===== config.mk =====
export PLATFORM = sky130hd
export DESIGN_NAME = acq_peak_detector_flat
export DESIGN_NICKNAME = d
export VERILOG_FILES = /design/src/rtl/acq_peak_detector_pkg.sv /design/src/rtl/acq_peak_detector_if.sv /design/src/rtl/acq_peak_detector_peak_tracker.sv /design/src/rtl/acq_peak_detector.sv /design/src/flat_wrapper.sv
export SDC_FILE = /design/constraint.sdc
export NUM_CORES = 1
export LEC_CHECK = 0
export BUFFER_PORTS_ARGS = -buffer_cell sky130_fd_sc_hd__buf_2
export CAP_MARGIN = 20
export CELL_PAD_IN_SITES_DETAIL_PLACEMENT = 2
export CELL_PAD_IN_SITES_GLOBAL_PLACEMENT = 2
export CORE_MARGIN = 8
export CORE_UTILIZATION = 40
export CTS_CLUSTER_SIZE = 10
export DETAILED_ROUTE_END_ITERATION = 8
export GPL_TIMING_DRIVEN = 0
export PLACE_DENSITY_LB_ADDON = 0.1
export SLEW_MARGIN = 10
export SYNTH_ARGS = -nofsm -noshare
export SYNTH_HDL_FRONTEND = slang
export SYNTH_HIERARCHICAL = 1
export SYNTH_SLANG_ARGS = --single-unit

===== constraint.sdc =====
create_clock -name clk -period 5.48 [get_ports clk]
set_input_delay 0.548 -clock clk [delete_from_list [all_inputs] [get_ports clk]]
set_output_delay 0.548 -clock clk [all_outputs]
set_load 0.1 [all_outputs]

===== src/rtl/acq_peak_detector_pkg.sv =====
// Shared types, sizes and helpers for the acquisition peak detector.
package acq_peak_detector_pkg;

    localparam int CODE_LEN = 2046;   // code phases per Doppler bin
    localparam int PHASE_W  = 12;
    localparam int BIN_W    = 8;
    localparam int PWR_W    = 32;
    localparam int EXCL     = 1;      // +-phases around the peak barred from the second peak
    localparam int THR_W    = 8;      // Q4.4 ratio threshold
    localparam int PROD_W   = PWR_W + THR_W;

    typedef logic [PHASE_W-1:0] phase_t;
    typedef logic [BIN_W-1:0]   bin_t;
    typedef logic [PWR_W-1:0]   pwr_t;
    typedef logic [PROD_W-1:0]  prod_t;

    typedef enum logic [2:0] {
        ST_IDLE,
        ST_COLLECT,
        ST_EVAL1,
        ST_EVAL2,
        ST_REPORT
    } state_t;

    // A correlation candidate: power and the code phase it was seen at.
    typedef struct packed {
        pwr_t   pwr;
        phase_t phase;
    } cand_t;

    // Best-bin summary carried to the result outputs.
    typedef struct packed {
        logic   found;
        phase_t phase;
        bin_t   bin;
        pwr_t   peak;
        pwr_t   second;
    } result_t;

    // Distance between two code phases on the circular code.
    function automatic phase_t circdist(input phase_t a, input phase_t b);
        phase_t d;
        phase_t wrap;
        d    = (a >= b) ? (a - b) : (b - a);
        wrap = phase_t'(CODE_LEN) - d;
        return (d > wrap) ? wrap : d;
    endfunction

endpackage


===== src/rtl/acq_peak_detector_if.sv =====
// Sample stream in and acquisition result out, bundled as one port.
interface acq_peak_detector_if;
    import acq_peak_detector_pkg::*;

    // Correlation power stream
    logic   s_valid;
    logic   s_ready;
    pwr_t   s_power;
    phase_t s_phase;
    bin_t   s_bin;
    logic   s_last;

    // Acquisition result
    logic   acq_valid;
    logic   acq_ready;
    logic   acq_found;
    phase_t acq_phase;
    bin_t   acq_bin;
    pwr_t   acq_peak;
    pwr_t   acq_second;
    logic   acq_error;

    // Producer of samples and consumer of results.
    modport master (
        output s_valid, s_power, s_phase, s_bin, s_last, acq_ready,
        input  s_ready, acq_valid, acq_found, acq_phase, acq_bin,
               acq_peak, acq_second, acq_error
    );

    // The peak detector itself.
    modport slave (
        input  s_valid, s_power, s_phase, s_bin, s_last, acq_ready,
        output s_ready, acq_valid, acq_found, acq_phase, acq_bin,
               acq_peak, acq_second, acq_error
    );

endinterface


===== src/rtl/acq_peak_detector_peak_tracker.sv =====
// Per-bin peak / exclusion-windowed second-peak tracker with beat-count check.
module acq_peak_detector_peak_tracker
    import acq_peak_detector_pkg::*;
(
    input  logic   clk,
    input  logic   rst_n,
    input  logic   clear_i,      // start of a new bin
    input  logic   beat_i,       // accepted sample this cycle
    input  pwr_t   power_i,
    input  phase_t phase_i,
    input  logic   last_i,
    output cand_t  peak_o,
    output pwr_t   second_pwr_o,
    output logic   first_o,      // next beat is the first of the bin
    output logic   close_o,      // this beat ends the bin
    output logic   err_o         // this beat reveals a count mismatch
);

    cand_t  peak_q, peak_d;
    cand_t  second_q, second_d;
    phase_t count_q, count_d;
    logic   final_beat;
    logic   outside_excl;

    assign final_beat   = (count_q == phase_t'(CODE_LEN - 1));
    assign outside_excl = (circdist(phase_i, peak_q.phase) > phase_t'(EXCL));

    // Next peak/second/count: strict compares keep the earliest of equal powers.
    always_comb begin
        // NOTE: every target gets its hold value first so no path leaves it unassigned (no latch).
        peak_d   = peak_q;
        second_d = second_q;
        count_d  = count_q;
        if (clear_i) begin
            peak_d   = '0;
            second_d = '0;
            count_d  = '0;
        end else if (beat_i) begin
            count_d = count_q + 1'b1;
            if (power_i > peak_q.pwr) begin
                // The displaced peak only becomes the second if it lies outside the new window.
                if (outside_excl) begin
                    second_d = peak_q;
                end
                peak_d = '{pwr: power_i, phase: phase_i};
            end else if ((power_i > second_q.pwr) && outside_excl) begin
                second_d = '{pwr: power_i, phase: phase_i};
            end
        end
    end

    // Tracker state registers.
    always_ff @(posedge clk or negedge rst_n) begin
        if (!rst_n) begin
            peak_q   <= '0;
            second_q <= '0;
            count_q  <= '0;
        end else begin
            // NOTE: non-blocking so every register samples the pre-edge values of the others.
            peak_q   <= peak_d;
            second_q <= second_d;
            count_q  <= count_d;
        end
    end

    assign peak_o       = peak_q;
    assign second_pwr_o = second_q.pwr;
    assign first_o      = (count_q == '0);
    assign close_o      = beat_i & (last_i | final_beat);
    assign err_o        = beat_i & (last_i ^ final_beat);

endmodule


===== src/rtl/acq_peak_detector.sv =====
// Doppler-sweep peak detector: per-bin ratio test, best-bin selection, result handshake.
module acq_peak_detector
    import acq_peak_detector_pkg::*;
(
    input  logic               clk,
    input  logic               rst_n,
    input  logic               start,
    input  bin_t               num_bins,
    input  logic [THR_W-1:0]   ratio_thresh,
    output logic               busy,
    acq_peak_detector_if.slave bus
);

    state_t           state_q, state_d;
    bin_t             num_bins_q;
    bin_t             bins_done_q;
    bin_t             cur_bin_q;
    logic [THR_W-1:0] thresh_q;
    prod_t            lhs_q, rhs_q;
    result_t          best_q, best_d;
    logic             err_q;
    logic             acq_valid_q;

    logic             beat;
    logic             sweep_start;
    logic             clear_bin;
    logic             last_bin;
    logic [BIN_W:0]   done_inc;
    cand_t            peak;
    pwr_t             second_pwr;
    logic             first_beat;
    logic             bin_close;
    logic             count_err;

    assign bus.s_ready = (state_q == ST_COLLECT);
    assign beat        = bus.s_valid & bus.s_ready;
    assign busy        = (state_q != ST_IDLE);
    assign sweep_start = (state_q == ST_IDLE) & start;
    assign done_inc    = {1'b0, bins_done_q} + 1'b1;
    assign last_bin    = (done_inc >= {1'b0, num_bins_q});
    assign clear_bin   = (state_d == ST_COLLECT) && (state_q != ST_COLLECT);

    acq_peak_detector_peak_tracker u_tracker (
        .clk          (clk),
        .rst_n        (rst_n),
        .clear_i      (clear_bin),
        .beat_i       (beat),
        .power_i      (bus.s_power),
        .phase_i      (bus.s_phase),
        .last_i       (bus.s_last),
        .peak_o       (peak),
        .second_pwr_o (second_pwr),
        .first_o      (first_beat),
        .close_o      (bin_close),
        .err_o        (count_err)
    );

    // Sweep sequencing: collect a bin, two evaluation cycles, repeat or report.
    always_comb begin
        state_d = state_q;
        unique case (state_q)
            ST_IDLE:    if (start)         state_d = ST_COLLECT;
            ST_COLLECT: if (bin_close)     state_d = ST_EVAL1;
            ST_EVAL1:                      state_d = ST_EVAL2;
            ST_EVAL2:   state_d = last_bin ? ST_REPORT : ST_COLLECT;
            ST_REPORT:  if (bus.acq_ready) state_d = ST_IDLE;
            default:                       state_d = ST_IDLE;
        endcase
    end

    // State register.
    always_ff @(posedge clk or negedge rst_n) begin
        if (!rst_n) begin
            state_q <= ST_IDLE;
        end else begin
            state_q <= state_d;
        end
    end

    // Sweep configuration, latched once per start; a bin count of 0 means one bin.
    always_ff @(posedge clk or negedge rst_n) begin
        if (!rst_n) begin
            num_bins_q <= '0;
            thresh_q   <= '0;
        end else if (sweep_start) begin
            num_bins_q <= (num_bins == '0) ? bin_t'(1) : num_bins;
            thresh_q   <= ratio_thresh;
        end
    end

    // Ratio test operands at full width: peak*16 against second*threshold (Q4.4).
    always_ff @(posedge clk or negedge rst_n) begin
        if (!rst_n) begin
            lhs_q <= '0;
            rhs_q <= '0;
        end else if (state_q == ST_EVAL1) begin
            lhs_q <= {{(THR_W - 4){1'b0}}, peak.pwr, 4'b0000};
            rhs_q <= prod_t'(second_pwr) * prod_t'(thresh_q);
        end
    end

    // Best-bin candidate: the first bin always seeds it, later bins must beat it strictly.
    always_comb begin
        best_d = best_q;
        if (sweep_start) begin
            best_d = '0;
        end else if ((state_q == ST_EVAL2) &&
                     ((bins_done_q == '0) || (peak.pwr > best_q.peak))) begin
            best_d.found  = (lhs_q > rhs_q);
            best_d.phase  = peak.phase;
            best_d.bin    = cur_bin_q;
            best_d.peak   = peak.pwr;
            best_d.second = second_pwr;
        end
    end

    // Best-bin register.
    always_ff @(posedge clk or negedge rst_n) begin
        if (!rst_n) begin
            best_q <= '0;
        end else begin
            best_q <= best_d;
        end
    end

    // Per-sweep bookkeeping: bin id, bins evaluated, sticky count error, result valid.
    always_ff @(posedge clk or negedge rst_n) begin
        if (!rst_n) begin
            cur_bin_q   <= '0;
            bins_done_q <= '0;
            err_q       <= 1'b0;
            acq_valid_q <= 1'b0;
        end else begin
            if (beat && first_beat) begin
                cur_bin_q <= bus.s_bin;
            end
            if (sweep_start) begin
                bins_done_q <= '0;
                err_q       <= 1'b0;
            end else begin
                if (state_q == ST_EVAL2) begin
                    bins_done_q <= done_inc[BIN_W-1:0];
                end
                if (count_err) begin
                    err_q <= 1'b1;
                end
            end
            if ((state_q == ST_EVAL2) && last_bin) begin
                acq_valid_q <= 1'b1;
            end else if ((state_q == ST_REPORT) && bus.acq_ready) begin
                acq_valid_q <= 1'b0;
            end
        end
    end

    assign bus.acq_valid  = acq_valid_q;
    assign bus.acq_found  = best_q.found;
    assign bus.acq_phase  = best_q.phase;
    assign bus.acq_bin    = best_q.bin;
    assign bus.acq_peak   = best_q.peak;
    assign bus.acq_second = best_q.second;
    assign bus.acq_error  = err_q;

endmodule


===== src/flat_wrapper.sv =====
// flat-port wrapper written by rule: the top's interface ports become plain ports
module acq_peak_detector_flat import acq_peak_detector_pkg::*;
  (clk, rst_n, start, num_bins, ratio_thresh, busy, bus_s_valid, bus_s_power, bus_s_phase, bus_s_bin, bus_s_last, bus_acq_ready, bus_s_ready, bus_acq_valid, bus_acq_found, bus_acq_phase, bus_acq_bin, bus_acq_peak, bus_acq_second, bus_acq_error);
  acq_peak_detector_if bus_i ();
  input  logic clk;
  input  logic rst_n;
  input  logic start;
  input  bin_t num_bins;
  input  logic [THR_W-1:0] ratio_thresh;
  output logic busy;
  input wire logic [$bits(bus_i.s_valid)-1:0] bus_s_valid;
  input wire logic [$bits(bus_i.s_power)-1:0] bus_s_power;
  input wire logic [$bits(bus_i.s_phase)-1:0] bus_s_phase;
  input wire logic [$bits(bus_i.s_bin)-1:0] bus_s_bin;
  input wire logic [$bits(bus_i.s_last)-1:0] bus_s_last;
  input wire logic [$bits(bus_i.acq_ready)-1:0] bus_acq_ready;
  output wire logic [$bits(bus_i.s_ready)-1:0] bus_s_ready;
  output wire logic [$bits(bus_i.acq_valid)-1:0] bus_acq_valid;
  output wire logic [$bits(bus_i.acq_found)-1:0] bus_acq_found;
  output wire logic [$bits(bus_i.acq_phase)-1:0] bus_acq_phase;
  output wire logic [$bits(bus_i.acq_bin)-1:0] bus_acq_bin;
  output wire logic [$bits(bus_i.acq_peak)-1:0] bus_acq_peak;
  output wire logic [$bits(bus_i.acq_second)-1:0] bus_acq_second;
  output wire logic [$bits(bus_i.acq_error)-1:0] bus_acq_error;
  assign bus_i.s_valid = bus_s_valid;
  assign bus_i.s_power = bus_s_power;
  assign bus_i.s_phase = bus_s_phase;
  assign bus_i.s_bin = bus_s_bin;
  assign bus_i.s_last = bus_s_last;
  assign bus_i.acq_ready = bus_acq_ready;
  assign bus_s_ready = bus_i.s_ready;
  assign bus_acq_valid = bus_i.acq_valid;
  assign bus_acq_found = bus_i.acq_found;
  assign bus_acq_phase = bus_i.acq_phase;
  assign bus_acq_bin = bus_i.acq_bin;
  assign bus_acq_peak = bus_i.acq_peak;
  assign bus_acq_second = bus_i.acq_second;
  assign bus_acq_error = bus_i.acq_error;
  acq_peak_detector u_core (.clk(clk), .rst_n(rst_n), .start(start), .num_bins(num_bins), .ratio_thresh(ratio_thresh), .busy(busy), .bus(bus_i));
endmodule

Word level (Yosys, flattened, before mapping)
Cells that the tools add are included.

Flip-flop bits (word level): 282. Input bits: 74. Output and inout port bits: 89. Word-level logic and storage cells: 93.

$add $sub $neg: 5. $mul: 1. $lt $le $gt $ge: 8. Equal/unequal tests: 8. Multiplexer cells: 26. Bitwise gates (word level): 6. Reduce and logical (&&, ||, !) cells: 21.

Operators by type and width (number): $mux 44 (8); $mux 85 (2); $gt 32x32->1 (3); $mux 12 (4); $gt 36x40->1 (1); $mul 32x8->40 (1); $mux 8 (3); $sub 12x12->12 (2); $logic_not 8->1 (2); $pmux 3 s5 (1); $add 12x1->12 const B (1); $eq 12x11->1 const B (1); $ge 12x12->1 (1); $gt 12x1->1 const B (1); $gt 12x12->1 (1); $logic_not 12->1 (1); $mux 3 (4); $reduce_bool 2->1 (6); $sub 11x12->12 const A (1); $add 8x1->9 const B (1); $ge 9x8->1 (1); $eq 3x1->1 const B (2); $eq 3x2->1 const B (2); $logic_and 1x1->1 (6); 12 further kinds (19).

Depth between registers and ports, before layout
Gate-level depths: netlist (run 1).

Depth after elaboration: 11. Depth in mapped cells: 25. Gate-level depth less buffers: 22.

Hierarchy
Netlist (run 1), hierarchy kept.

By module, submodules not included: acq_peak_detector (times used 1, cells each 1834, area an instance 17231.5 um2, seq. area each 4854.7 um2); acq_peak_detector_peak_tracker (times used 1, cells each 799, area an instance 7280.7 um2, seq. area each 2202.1 um2).

Least setup slack after synthesis (run 1)
No wires, ideal clock.

Kind: register -> register. From: register u_core.thresh_q[6]. To: register u_core.rhs_q[37]. Library setup time: 0.130 ns. Arrival time: 4.871 ns. Data required time: 5.350 ns. Setup slack: 0.480 ns. Stages on the path, launching flop included: 20. Path buffers: 2. Clock period less this slack: 5.000 ns. Cells stage by stage: dfrtp_1 -> clkbuf_1 -> and2_1 -> fa_1 -> fa_1 -> fa_1 -> inv_1 -> fa_1 -> inv_1 -> ha_1 -> buf_2 -> a21oi_1 -> o21ai_0 -> a32o_1 -> a211o_1 -> a21o_1 -> a41o_1 -> o31ai_1 -> xor2_1 -> o21ai_1.

Cells in the longest elaborated chain, start to end: 1.

RTL lines: from (decl) (line acq_peak_detector.sv:18) `logic [THR_W-1:0] thresh_q;`; from (signal assigned) (line acq_peak_detector.sv:87) `thresh_q <= ratio_thresh;`; $mul 32x8->40 (line acq_peak_detector.sv:98) `rhs_q <= prod_t'(second_pwr) * prod_t'(thresh_q);`; to (signal assigned) (line acq_peak_detector.sv:98); to (decl) (line acq_peak_detector.sv:19) `prod_t lhs_q, rhs_q;`.

Every way passes these cells. A chain may end at the register's enable or synchronous reset.

Final worst setup path (run 1)
From: register u_core.thresh_q[2]. To: register u_core.rhs_q[36].

The elaborated chain is that of the path after synthesis.

==> impl_summary.log, run 1 <==
INFO  metric tritoncts = done
INFO  metric data_arrival_time_of_the_worst_path = roughly 5.9 ns
INFO  metric viasPerCell = 5.61
INFO  metric detail_route.iter0.violations = about 900
INFO  metric total_instance_count_after_detailed_placement = between 3000 and 4000
INFO  metric num-fill-cells = roughly 6400
INFO  metric antenna_violating_nets_post_route = 0
INFO  metric fin_crit_sh = 100%
INFO  metric synth_top_area_share = approximately 29%
INFO  metric clkSinkCount = 282
INFO  metric synthesis.yosys.warnings = 6
INFO  metric maximum_number_of_pins_on_one_net_before_global_route_repair = 99
INFO  metric timing_worst_setup_path_type = flop to flop
INFO  metric core_region_area = just over 0.06 mm²
INFO  metric detail_route.wl_per_cell = between 20 and 30 µm
INFO  metric timing.critical_path.from_type = flop
INFO  metric grt_overflow_total = 0
INFO  metric drv.max_cap_violation_count = 0
INFO  metric synth.distinct_cells = between 80 and 90
INFO  metric setup.worst_path.end_class = flop
INFO  metric setup_slack = -0.0214 ns
INFO  metric maxClockFrequency = about 180 MHz
INFO  metric worstSkewPairLatency = around 0.57 ns
INFO  metric final_layout_size_suffix_gt1_share = roughly 16%
INFO  metric grt_usage = around a quarter
INFO  metric netlist_instances = 2633
INFO  metric worst-path-max-fanout = 10
INFO  metric drc_errors = 0
INFO  metric mappedNetlistNets = ~3100
INFO  metric die_extent_in_x = ~260 µm
INFO  metric finalNonFillerCells = between 3000 and 4000
INFO  metric grt_pass1_vias = 24000
INFO  metric syn_avg_cell_area = 9.31 µm²
INFO  metric wl = between 90 and 100 mm
INFO  metric timing_worst_slew_pin_value = a little over 0.8 ns
INFO  metric area_growth_syn_to_layout = 18.0%
INFO  metric rows = 90
INFO  metric timing.hold.worst.class = input port to flop
INFO  metric port-buffer-count = 162
INFO  metric rsz0062_at_grt = yes
INFO  metric floorplan.io_pins = ~160
INFO  metric nNetsFinal = around 3400
INFO  metric netlist_top_cells_count = 378 x inv_1, 332 x nand2_1, 282 x dfrtp_1
INFO  metric clock_transition_at_the_register_clock_pins_on_the_worst_setup_and_hold_paths_after_cts = roughly 0.060 ns
INFO  metric grt_first_pass_wirelength = roughly 140 mm
INFO  metric fin_skew = 0.0181 ns
INFO  metric grt_antenna_before_repair = 10
INFO  metric run_status = finished with violations
INFO  metric finalMaxSlewViolations = 0
INFO  metric dp_hpwl = ~70 mm
INFO  metric globalplace.congestion = between 0.8 and 0.9
INFO  metric netlist_top_cells_area = dfrtp_1 29%, fa_1 15%, ha_1 12%
INFO  metric synth_enable_flop_cells = 0
INFO  metric cts_made_buffers = 39
INFO  metric seq_total_area_yosys = 28.8%
INFO  metric clock_tree.root_cell = clkbuf_16
INFO  metric finalHoldViolCount = 0
INFO  metric synth.cell_area = 0.0245 mm²
INFO  metric synth_top_cell_by_area = dfrtp_1
INFO  metric via_count = ~21000
INFO  metric async_reset_ff_share = between 90% and 100%
INFO  metric finalWorstPathRequiredPeriod = ~5.5 ns
INFO  metric finalSetupViolations = 1
INFO  metric detail_route.first_pass.iterations = 4
INFO  metric dominantRegCellSynth = dfrtp_1
INFO  metric dieHeight = between 200 and 300 µm
INFO  metric synth.ff_latch_count = ~280
INFO  metric worst_path_required = just under 6 ns
INFO  metric cts-root-to-sink-buffers = 3
INFO  metric slew-limit-headroom = 44.7%
INFO  metric htree_levels = 2
INFO  metric initial_core_util = 40.5%
INFO  metric die_area = about 0.069 mm²
INFO  metric violations = setup timing
INFO  metric post-synth-top-count-cell = inv_1
[sequential cells by signal, indices dropped and copies added, names as in the netlist, 3 cells and up]
register and cells:
u_core/u_tracker/peak_o 44, u_core/rhs_q 40, u_core/bus.acq_peak 32, u_core/bus.acq_second 32, u_core/lhs_q 32, u_core/u_tracker/second_pwr_o 32, u_core/bus.acq_phase 12, u_core/u_tracker/count_q 12
u_core/bins_done_q 8, u_core/bus.acq_bin 8, u_core/cur_bin_q 8, u_core/num_bins_q 8, u_core/thresh_q 8, u_core/state_q 3
[path summary, 6_finish.rpt]
check	from	to	cells past startpoint	slack, ns
min reg2reg	u_core/rhs_q[0]	u_core/rhs_q[0]	2	0.48
min	ratio_thresh[1]	u_core/thresh_q[1]	3	0.17
max	u_core/thresh_q[2]	u_core/rhs_q[36]	18	-0.02
min in group asynchronous	rst_n	u_core/bus.acq_second[12]	2	0.51
max in group asynchronous	rst_n	u_core/u_tracker/second_pwr_o[25]	4	3.84
max reg2reg	u_core/thresh_q[2]	u_core/rhs_q[36]	18	-0.02
[cells in the final DEF, fill, tap and decap left out, types with 31 or more instances in the layout]
| cell | count |
|---|---|
| a21o_1 | 79 |
| a21oi_1 | 87 |
| a22o_1 | 129 |
| and2_1 | 211 |
| buf_2 | 173 |
| buf_4 | 48 |
| clkbuf_1 | 60 |
| clkbuf_16 | 45 |
| dfrtp_1 | 253 |
| fa_1 | 173 |
| ha_1 | 207 |
| inv_1 | 369 |
| nand2_1 | 329 |
| nand4_1 | 42 |
| nor2_1 | 55 |
| o21ai_0 | 82 |
| o221a_1 | 31 |
| o22ai_1 | 32 |
[worst max-delay path, stage by stage (launching register included)]
cell and delay (ns):
dfrtp_2 0.45, buf_4 0.21, and2_1 0.19, fa_1 0.54
fa_1 0.55, fa_1 0.57, inv_1 0.07, fa_1 0.54
inv_1 0.08, ha_4 0.28, a21oi_1 0.19, o21ai_1 0.13
nand2_1 0.19, nand2_2 0.12, o31a_1 0.37, a211o_1 0.35
o221ai_2 0.18, xor2_1 0.23, o21ai_1 0.11
[cells by family after synthesis]
logic type	after synthesis	synth area share [%]
and+or+nand+nor	785	16.2
buffers and inverters	501	8.27
xor gates and xnor gates	58	2.07
AOI/OAI and AO/OA	572	17.1
DFF	282	28.8
adders and majority gates	413	26.7
muxes	22	0.975
[area by class of cell]
type | count | area, µm² | area share, %
Sequential cell | 282 | 7100 | 24.5
Antenna cell | 9 | 22.5 | 0.0779
Timing Repair Buffer | 221 | 1420 | 4.91
Clock buffer | 55 | 1130 | 3.89
Clock inverter | 10 | 128 | 0.441
Tap cell | 782 | 978 | 3.38
Multi-Input combinational cell | 1850 | 15900 | 55.1
Inverter | 378 | 1420 | 4.91
Buffer | 113 | 792 | 2.74
[layer usage]
layer  vias up  global-route usage [%]  part of all wire, %
met1     10800                    30.4                   40
met4         0                    10.4                  4.1
met2       366                    47.5                   53
li1       9373                       -                    -
met5         -                       0                    0
met3       182                    2.95                  3.0
[timing repair]
item | CTS | global route
buffers inserted | 19 | 31
gates resized for setup | 111 | 115
endpoints found under the hold margin | 61 | 0
pin swaps | 33 | 107
gates cloned | 2 | 2
hold buffers | 1 | 0
endpoints found under the setup margin | 58 | 45
[per-stage QoR]
stage               setup slack, ns  hold WS, ns  utilization, %  area [µm²]  setup TNS, ns
floorplan                     0.480        0.252               -       24500              0
global placement              -1.75        0.451            43.5       26300        -498.43
detailed placement           -0.778        0.476            43.6       26400         -24.68
CTS                         -0.0172        0.138            46.7       28200        -0.0260
global route                 -0.114        0.172            47.8       28900         -0.540
finish                      -0.0214        0.167            47.8       28900        -0.0214
Power of run 1 is left out: the tool's default activity adds up to more than one toggle a clock period on the data nets, which glitch-free logic cannot reach.
==> run 2: changes to the inputs <==
--- a/config.mk
+++ b/config.mk
@@ -13,9 +13,10 @@
 export CORE_UTILIZATION = 40
 export CTS_CLUSTER_SIZE = 10
 export DETAILED_ROUTE_END_ITERATION = 8
+export GPL_ROUTABILITY_DRIVEN = 0
 export GPL_TIMING_DRIVEN = 0
 export PLACE_DENSITY_LB_ADDON = 0.1
-export SLEW_MARGIN = 10
+export SETUP_SLACK_MARGIN = 0.02
 export SYNTH_ARGS = -nofsm -noshare
 export SYNTH_HDL_FRONTEND = slang
 export SYNTH_HIERARCHICAL = 1
==> run 2 against run 1 <==
Compared with the run above: routed wire length is 0.11% lower; critical endpoint is now u_core/rhs_q[34]; die area did not move; final cell count shrank 0.38%; via count barely moved; cell area fell by 0.38%; clock-buffer cell count is the same; hold slack lost 0.0073 ns; first-iteration DRC count down 6.4%; register-to-register slack gained 0.07 ns; utilization decreased by 0.18 points; global-route usage is 0.12 points higher; sequential share of layout area grew 0.080 points; highest routed layer unchanged; the flow now finishes without violations.
==> impl_summary.log, run 2 (same netlist as run 1, synthesis figures left out) <==
INFO  metric detail_route.iter0.violations = 855 (-6.4%)
INFO  metric timing.rr.start = u_core/thresh_q[6]
INFO  metric dieHeight = 264 µm (unchanged)
INFO  metric viasPerCell = 5.63 (+0.38%)
INFO  metric floorplan.io_pins = 163 (unchanged)
INFO  metric die_area = 0.0695 mm² (unchanged)
INFO  metric antenna_violating_nets_post_route = 0 (unchanged)
INFO  metric run_status = completed
INFO  metric clock_tree.root_cell = clkbuf_16
INFO  metric nNetsFinal = 3359 (-0.39%)
INFO  metric finalSetupViolations = 0 (-1)
INFO  metric maxClockFrequency = 184 MHz (+1.3%)
INFO  metric finalInstanceArea = 0.0288 mm² (-0.38%)
INFO  metric grt_usage = 26.0% (+0.12 points)
INFO  metric area_growth_syn_to_layout = 17.6%
INFO  metric clock_transition_at_the_register_clock_pins_on_the_worst_setup_and_hold_paths_after_cts = 0.06 ns (about the same)
INFO  metric die_extent_in_x = 264 µm (unchanged)
INFO  metric detail_route.wl_per_cell = 25.2 µm (+0.27%)
INFO  metric critical-path-max-stage-delay = 0.61 ns (+0.04 ns)
INFO  metric flip_flop_count_of_the_largest_register_all_copies_and_words_added = 44 (unchanged)
INFO  metric final_layout_size_suffix_gt1_share = 16.0% (-0.42 points)
INFO  metric grt_antenna_before_repair = 8 (-2)
INFO  metric timing.hold.worst.class = input port to flop
INFO  metric initial_core_util = 40.5% (unchanged)
INFO  metric timing_worst_setup_path_type = flop to flop
INFO  metric hold-path-cell-count = 3 (unchanged)
INFO  metric wl = 92.9 mm (-0.11%)
INFO  metric port-buffer-count = 162 (unchanged)
INFO  metric worst-path-max-fanout = 9 (-1)
INFO  metric timing_worst_slew_pin_value = 0.810 ns (-0.0156 ns)
INFO  metric setup_slack = 0.0495 ns (+0.0709 ns)
INFO  metric htree_levels = 2 (unchanged)
INFO  metric drc_errors = 0 (unchanged)
INFO  metric finish.utilization = 47.7% (-0.18 points)
INFO  metric data_arrival_time_of_the_worst_path = 5.87 ns (-0.07 ns)
INFO  metric detail_route.first_pass.iterations = 5 (+1)
INFO  metric fin_crit_sh = 99.1% (-1.3 points)
INFO  metric detailedPlace.worstSlack = -0.783 ns (-0.00526 ns)
INFO  metric most-common-layout-cells = 372 x inv_1, 327 x nand2_1, 256 x dfrtp_1
INFO  metric rows = 90 (unchanged)
INFO  metric dp_hpwl = 70.2 mm (-0.52%)
INFO  metric cpMostUsedCell = fa_1
INFO  metric core_region_area = 0.0605 mm² (unchanged)
INFO  metric r2r_end = u_core/rhs_q[34]
INFO  metric grt_first_pass_wirelength = 142 mm (+0.17%)
INFO  metric clkSinkCount = 282 (unchanged)
INFO  metric finalWorstPathRequiredPeriod = 5.43 ns (-0.0709 ns)
INFO  metric r2r_setup_slack = 0.05 ns (+0.07 ns)
INFO  metric worst_path_required = 5.91 ns (about the same)
INFO  metric finalMaxSlewViolations = 0 (unchanged)
INFO  metric cp_cell_sequence = clkbuf_16 -> and2_1 -> fa_1 -> fa_2 -> fa_1 -> inv_2 -> fa_1 -> inv_1 -> ha_1 -> buf_6 -> a21oi_1 -> o21bai_1 -> a21oi_1 -> o21ai_1 -> a31oi_1 -> a21o_1 -> o21a_1 -> buf_4 -> xor2_1 -> o21ai_0
INFO  metric grt_pass1_vias = 24200 (+0.84%)
INFO  metric most_common_library_cell_in_the_layout_ignoring_fill_and_taps = inv_1
INFO  metric drv.max_cap_violation_count = 0 (unchanged)
INFO  metric ff_to_ff_path_depth = 20 (+2)
INFO  metric tightest_hold_margin = 0.159 ns (-0.00734 ns)
INFO  metric timing.critical_path.from_type = flop
INFO  metric grt_overflow_total = 0 (unchanged)
INFO  metric worstSkewPairLatency = 0.58 ns (about the same)
INFO  metric rsz0062_at_grt = yes
INFO  metric maximum_number_of_pins_on_one_net_before_global_route_repair = 121 (+22%)
INFO  metric finalHoldViolCount = 0 (unchanged)
INFO  metric fin_skew = 0.0259 ns (+0.00788 ns)
INFO  metric worst_hold_endpoint = u_core/thresh_q[6]
INFO  metric cts-root-to-sink-buffers = 3 (unchanged)
INFO  metric worst_hold_launch = ratio_thresh[6]
INFO  metric slew-limit-headroom = 45.8% (+1.0 points)
INFO  metric tritoncts = done
INFO  metric via_count = 20700 (+0.0048%)
INFO  metric setup.worst_path.end_class = flop
INFO  metric dpl_cell_area = 0.0264 mm² (-0.10%)
INFO  metric cts_made_buffers = 39 (unchanged)
INFO  metric critPathSlowestCell = fa_1
[run 2: cell count changes in the layout (fill, tap and decap cells not counted), sizes merged]
| cell | delta |
|---|---|
| clkinvlp | -2 |
| clkinv | +1 |
| clkbuf | +7 |
| inv | +1 |
| buf | -20 |
| bufinv | +1 |
| diode | -2 |
[run 2: worst max-delay path by stage]
stage	from	to	slack, ns	cells past startpoint
floorplan	u_core/thresh_q[6]	u_core/rhs_q[37]	0.48	19
global placement	rst_n	u_core/u_tracker/count_q[8]	-1.75	1
detailed placement	u_core/thresh_q[6]	u_core/rhs_q[36]	-0.78	19
CTS	u_core/thresh_q[6]	u_core/rhs_q[37]	0.01	18
global route	u_core/thresh_q[6]	u_core/rhs_q[34]	-0.14	20
finish	u_core/thresh_q[6]	u_core/rhs_q[34]	0.05	20
[run 2: stage by stage]
step | instances | setup TNS (ns)
after detailed placement | 3579 | -24.96
after global routing | 3685 | -1.17
after CTS | 3660 | 0
after global placement | 3577 | -498.43
final | 3686 | 0
after floorplan | 2633 | 0
[run 2: per-layer routing]
metal	part of all wire, %	global-route usage, %	up-vias
met2	52	47.3	378
met4	4.3	11.2	0
met1	40	30.5	10900
li1	-	-	9331
met5	0	0	-
met3	3.3	3.04	184
[run 2: critical path: cells and delay by family, from the launching register on]
family	cells	cell delay, ns
AND/OR/NAND/NOR	1	0.14
buffers and inverters	5	0.58
AO/OA/AOI/OAI	8	1.36
XOR/XNOR	1	0.17
flip-flops	1	0.58
adder cells (fa/ha/maj)	5	2.44
[run 2: cell type report]
type,instances,area (µm²)
Inverter,378,1420
Timing Repair Buffer,207,1240
Tap cell,782,978
Clock buffer,55,1110
Fill cell,6424,31700
Clock inverter,11,150
Sequential cell,282,7090
Buffer,114,812
Multi-Input combinational cell,1850,16000
Antenna cell,7,17.5
[run 2: repair_timing]
| action | CTS | global route |
|---|---|---|
| gates resized for setup | 124 | 101 |
| endpoints found under the hold margin | 64 | 0 |
| cloned | 2 | 0 |
| setup buffers | 19 | 20 |
| hold buffers | 1 | 0 |
| pin swaps | 34 | 74 |
| setup endpoints to repair | 58 | 43 |
Power of run 2 is left out for the same reason.
